`src/rtl/vga_timing_ctrl.sv`:
```
// rtl/vga_timing_ctrl.sv - VGA pixel/line counters with sync decode and frame-granular run/stop
module vga_timing_ctrl #(
  parameter int H_ACTIVE        = 640,
  parameter int H_FP            = 16,
  parameter int H_SYNC          = 96,
  parameter int H_BP            = 48,
  parameter int V_ACTIVE        = 480,
  parameter int V_FP            = 10,
  parameter int V_SYNC          = 2,
  parameter int V_BP            = 33,
  parameter int CLK_DIV         = 2,
  parameter int SYNC_ACTIVE_LOW = 1
) (
  input  logic       clk,
  input  logic       reset,
  input  logic       run,
  output logic       busy,
  output logic       pix_tick,
  output logic       hsync,
  output logic       vsync,
  output logic       video_on,
  output logic [9:0] x,
  output logic [9:0] y,
  output logic       line_start,
  output logic       frame_start
);

  localparam int H_TOTAL = H_ACTIVE + H_FP + H_SYNC + H_BP;
  localparam int V_TOTAL = V_ACTIVE + V_FP + V_SYNC + V_BP;
  localparam int DIV_W   = (CLK_DIV > 1) ? $clog2(CLK_DIV) : 1;

  localparam logic [DIV_W-1:0] DIV_MAX  = DIV_W'(CLK_DIV - 1);
  localparam logic [9:0]       X_MAX    = 10'(H_TOTAL - 1);
  localparam logic [9:0]       Y_MAX    = 10'(V_TOTAL - 1);
  localparam logic             SYNC_OFF = (SYNC_ACTIVE_LOW != 0);

  if (H_TOTAL > 1024 || V_TOTAL > 1024) begin : g_size_check
    $error("vga_timing_ctrl: H_TOTAL and V_TOTAL must not exceed 1024");
  end
  if (CLK_DIV < 1) begin : g_div_check
    $error("vga_timing_ctrl: CLK_DIV must be at least 1");
  end

  typedef enum logic [1:0] {
    S_IDLE,
    S_RUN,
    S_DRAIN
  } state_e;

  state_e           state_q;
  logic [DIV_W-1:0] div_q;
  logic [9:0]       x_q, y_q;
  logic [9:0]       x_d, y_d;
  logic             hsync_q, vsync_q, video_q, line_q, frame_q;
  logic             tick_c, frame_end_c, go_idle_c;

  function automatic logic h_sync_on(input logic [9:0] xv);
    return (int'(xv) >= H_ACTIVE + H_FP) && (int'(xv) < H_ACTIVE + H_FP + H_SYNC);
  endfunction

  function automatic logic v_sync_on(input logic [9:0] yv);
    return (int'(yv) >= V_ACTIVE + V_FP) && (int'(yv) < V_ACTIVE + V_FP + V_SYNC);
  endfunction

  function automatic logic active(input logic [9:0] xv, input logic [9:0] yv);
    return (int'(xv) < H_ACTIVE) && (int'(yv) < V_ACTIVE);
  endfunction

  // Next raster position; the decoded outputs are registered from these so they never lag x/y.
  always_comb begin
    tick_c = (state_q != S_IDLE) && (div_q == DIV_MAX);
    x_d    = (x_q == X_MAX) ? 10'd0 : x_q + 10'd1;
    y_d    = y_q;
    if (x_q == X_MAX) begin
      y_d = (y_q == Y_MAX) ? 10'd0 : y_q + 10'd1;
    end
    frame_end_c = tick_c && (x_q == X_MAX) && (y_q == Y_MAX);
    go_idle_c   = reset
                || ((state_q == S_IDLE) && !run)
                || (frame_end_c && ((state_q == S_DRAIN) || !run));
  end

  always_ff @(posedge clk) begin
    if (go_idle_c) begin
      state_q <= S_IDLE;
      div_q   <= '0;
      x_q     <= '0;
      y_q     <= '0;
      hsync_q <= SYNC_OFF;
      vsync_q <= SYNC_OFF;
      video_q <= 1'b0;
      line_q  <= 1'b0;
      frame_q <= 1'b0;
    end else if (state_q == S_IDLE) begin
      state_q <= S_RUN;
      div_q   <= '0;
      x_q     <= '0;
      y_q     <= '0;
      hsync_q <= h_sync_on(10'd0) ^ SYNC_OFF;
      vsync_q <= v_sync_on(10'd0) ^ SYNC_OFF;
      video_q <= active(10'd0, 10'd0);
      line_q  <= 1'b1;
      frame_q <= 1'b1;
    end else begin
      // Stop requests only take effect at the frame boundary handled by go_idle_c.
      state_q <= run ? S_RUN : S_DRAIN;
      if (tick_c) begin
        div_q   <= '0;
        x_q     <= x_d;
        y_q     <= y_d;
        hsync_q <= h_sync_on(x_d) ^ SYNC_OFF;
        vsync_q <= v_sync_on(y_d) ^ SYNC_OFF;
        video_q <= active(x_d, y_d);
        line_q  <= (x_d == 10'd0);
        frame_q <= (x_d == 10'd0) && (y_d == 10'd0);
      end else begin
        div_q   <= div_q + DIV_W'(1);
        line_q  <= 1'b0;
        frame_q <= 1'b0;
      end
    end
  end

  assign busy        = (state_q != S_IDLE);
  assign pix_tick    = tick_c;
  assign hsync       = hsync_q;
  assign vsync       = vsync_q;
  assign video_on    = video_q;
  assign x           = x_q;
  assign y           = y_q;
  assign line_start  = line_q;
  assign frame_start = frame_q;

endmodule
```
`config.mk`:
```
export PLATFORM = sky130hd
export DESIGN_NAME = vga_timing_ctrl
export DESIGN_NICKNAME = d
export VERILOG_FILES = /design/src/rtl/vga_timing_ctrl.sv
export SDC_FILE = /design/constraint.sdc
export NUM_CORES = 1
export LEC_CHECK = 0
export CORE_UTILIZATION = 40
export DETAILED_ROUTE_END_ITERATION = 7
export PLACE_DENSITY = 0.72
export SYNTH_ARGS = -nofsm -noshare
export SYNTH_HDL_FRONTEND = slang
export SYNTH_SLANG_ARGS = --single-unit
```
`constraint.sdc`:
```
create_clock -name clk -period 2.43 [get_ports clk]
set_input_delay 0.6075 -clock clk [delete_from_list [all_inputs] [get_ports clk]]
set_output_delay 0.6075 -clock clk [all_outputs]
set_load 0.005 [all_outputs]
```
==> flow_summary.yaml <==
run_status:
  outcome: "complete, no violations"
sta:
  clock_skew_ps: 6.407
  fin_crit_ps: 2255
  worst_pin_slew_ps: 460.5
  setup_ws_ps: 174.8
  slew_headroom: 0.6923
  rsz0062_at_grt: "no"
  maxSlewViolCount: 0
  whs_ps: 488.7
  setup_viol_count_final: 0
  timing_hold_violations_final: 0
  finalSetupTns_ps: 0
  timing.fmax_ghz: 0.4434
  fin_crit_sh: 0.9281
worst_hold_path:
  hold_start: "y[1]"
  hp-class: "flop to flop"
  holdPathEnd: "y[1]"
  whs_path_depth: 2
synthesis:
  ys_ff_latch: 28
  avgSynthCellArea_um2: 8.063
  synth_edf_count: 0
  synthArstFlopShare: 0
  ys_types: 63
  synth_fp_nets: 248
  synth_area_um2: 1943
  synth_ff_type: "dfxtp_1"
  synth_warnings: 0
  seq_area_frac_synth: 0.2885
  synth_cells: 241
clock_network:
  numCtsBuffers: 3
  cts_resized: 0
  ctsLongestPathBuffers: 2
  clkTransAtPathRegs_ps: 100
  cts_tree: "built"
  cts_max_level: 1
  cts_hold_buffers: 0
  clock_sinks: 28
  worstSkewPairLatency_ps: 290
  root_buffer: "clkbuf_8"
  post_cts_buffers: 0
floorplan:
  die_x_um: 71.70
  rows: 24
  ios: 30
  die_h_um: 71.70
  initial_utilization: 0.4314
  core_area_um2: 4504
  dieArea_um2: 5140
grt:
  grt_pass1_wl_um: 8700
  grt.overflow.total: 0
  track_usage: 0.2149
  grt_pass1_vias: 1723
  antenna_found_initial: 0
  grt_max_degree: 20
layout:
  final_common_cell: "clkdlybuf4s50_1"
  areaGrowthSynthToFinish_pct: 21.12
  fin_cells: 323
  drive_gt1_frac: 0.1144
  n_antenna_cell: 0
  nNetsFinal: 279
  final_cell_mix: "clkdlybuf4s50_1, dfxtp_1, nor2_1, a21oi_1, o21ai_0"
  fin_area_um2: 2354
setup_path:
  critPathArrivalTime_ps: 1650
  worstRegToRegCells: 8
  cp_slowest_cell: "clkdlybuf4s50_1"
  cp_max_fo: 6
  end_kind: "output port"
  cp_slowest_stage_delay_ps: 490
  path_cells: "nor2_1, inv_1, nand2_1, clkinv_1, clkdlybuf4s50_1"
  cp.depth: 5
  required_ps: 1820
  worst_setup_path_start_kind: "flop"
  r2r_end: "y[6]"
  crit_buf_inv: 3
  regToRegSetupSlack_ps: 190
  crit_family: "buffers and inverters"
  reg2reg_from: "y[0]"
  critPathKind: "flop to output port"
drt:
  wire_per_inst_um: 16.43
  vias_per_cell: 6.105
  finalWirelength_um: 5307
  firstDrtPassIters: 5
  antenna_left: 0
  drc: 0
  dr_total_vias: 1972
  drtIter0Drc: 225
placement:
  port_buffers: 29
  gp_congestion: 0.9368
  dp_cells: 319
  dp_hpwl_um: 3815
  dp_slack_ps: 188.2
  place_area_um2: 2298
power_and_ir_drop:
  p_leak_nw: 0.8287
  ir_drop_uv: 199.8
  p_per_area_nw_per_um2: 376.3
run:
  max_cap_violations: 0
[synth_stat cells, types with 3 or more instances]
library cell | instances | share of area
nor2_1 | 24 | 0.046
a211oi_1 | 3 | 0.012
a21oi_1 | 20 | 0.052
a31oi_1 | 4 | 0.013
o31ai_1 | 3 | 0.012
dfxtp_1 | 28 | 0.29
o21ai_0 | 18 | 0.046
nand4_1 | 7 | 0.023
nand3_1 | 10 | 0.026
xor2_1 | 7 | 0.032
nand2b_1 | 4 | 0.013
xnor2_1 | 4 | 0.018
and4_1 | 3 | 0.014
clkbuf_1 | 6 | 0.012
buf_4 | 6 | 0.023
and2_1 | 4 | 0.013
ha_1 | 4 | 0.026
and3_1 | 6 | 0.019
o2111ai_1 | 3 | 0.014
nor3_1 | 5 | 0.013
o21ai_1 | 3 | 0.0077
nand2_1 | 11 | 0.021
inv_1 | 6 | 0.012
[cells by family (layout without fill, tap and decap cells)]
logic type / after synthesis / after routing / share of synthesized area
flip-flops: 28 / 28 / 0.2885
AND/OR/NAND/NOR: 92 / 92 / 0.2820
adder cells (fa/ha/maj): 4 / 4 / 0.02576
buffers and inverters: 27 / 57 / 0.08371
XOR/XNOR: 11 / 11 / 0.04958
AO/OA/AOI/OAI: 78 / 78 / 0.2653
multiplexers: 1 / 1 / 0.005152
[where the power goes]
group / internal, mW / switching [mW]
Combinational: 0.0484 / 0.0521
Clock: 0.146 / 0.157
Sequential: 0.469 / 0.0127
Total: 0.663 / 0.222
[through the flow]
stage          total power, mW  utilization
2_1_floorplan           0.5462            -
3_3_place_gp            0.5907       0.5103
5_1_grt                 0.9194       0.5225
3_5_place_dp            0.5914       0.5103
4_1_cts                 0.8912       0.5225
6_report                0.8856       0.5225
[flip-flops by register name (all words and copies together), names as in the netlist]
| name | count |
|---|---|
| div_q | 1 |
| frame_start | 1 |
| hsync | 1 |
| line_start | 1 |
| state_q | 2 |
| video_on | 1 |
| vsync | 1 |
| x | 10 |
| y | 10 |
[worst register-to-register path: cells and delay by family, from the launching register on]
family | cells | cell delay (ps)
AO/OA/AOI/OAI | 3 | 710
AND/OR/NAND/NOR | 2 | 620
flip-flops | 1 | 320
adder cells (fa/ha/maj) | 1 | 180
buffers and inverters | 2 | 270
[routing by layer]
metal  share of wire  up-vias  GRT usage
li1                -      961          -
met1            0.47      912     0.3209
met2            0.44       92     0.3270
met3           0.075        7    0.01969
met4           0.012        0    0.06318
met5               0        -          0
[worst max path at each step]
stage	from	to
after floorplan	x[0]	y[7]
after global placement	run	frame_start
after detailed placement	run	frame_start
after CTS	state_q[0]	pix_tick
after global routing	x[0]	frame_start
final	state_q[0]	pix_tick
[final cells by class]
type | count | area [µm²]
clock buffer | 4 | 55.05
fill | 436 | 2151
inverter | 8 | 30.03
multi-input combinational | 186 | 1220
sequential | 28 | 560.5
tap | 52 | 65.06
timing repair buffer | 45 | 422.9
Power figures use the tool's default switching activity.
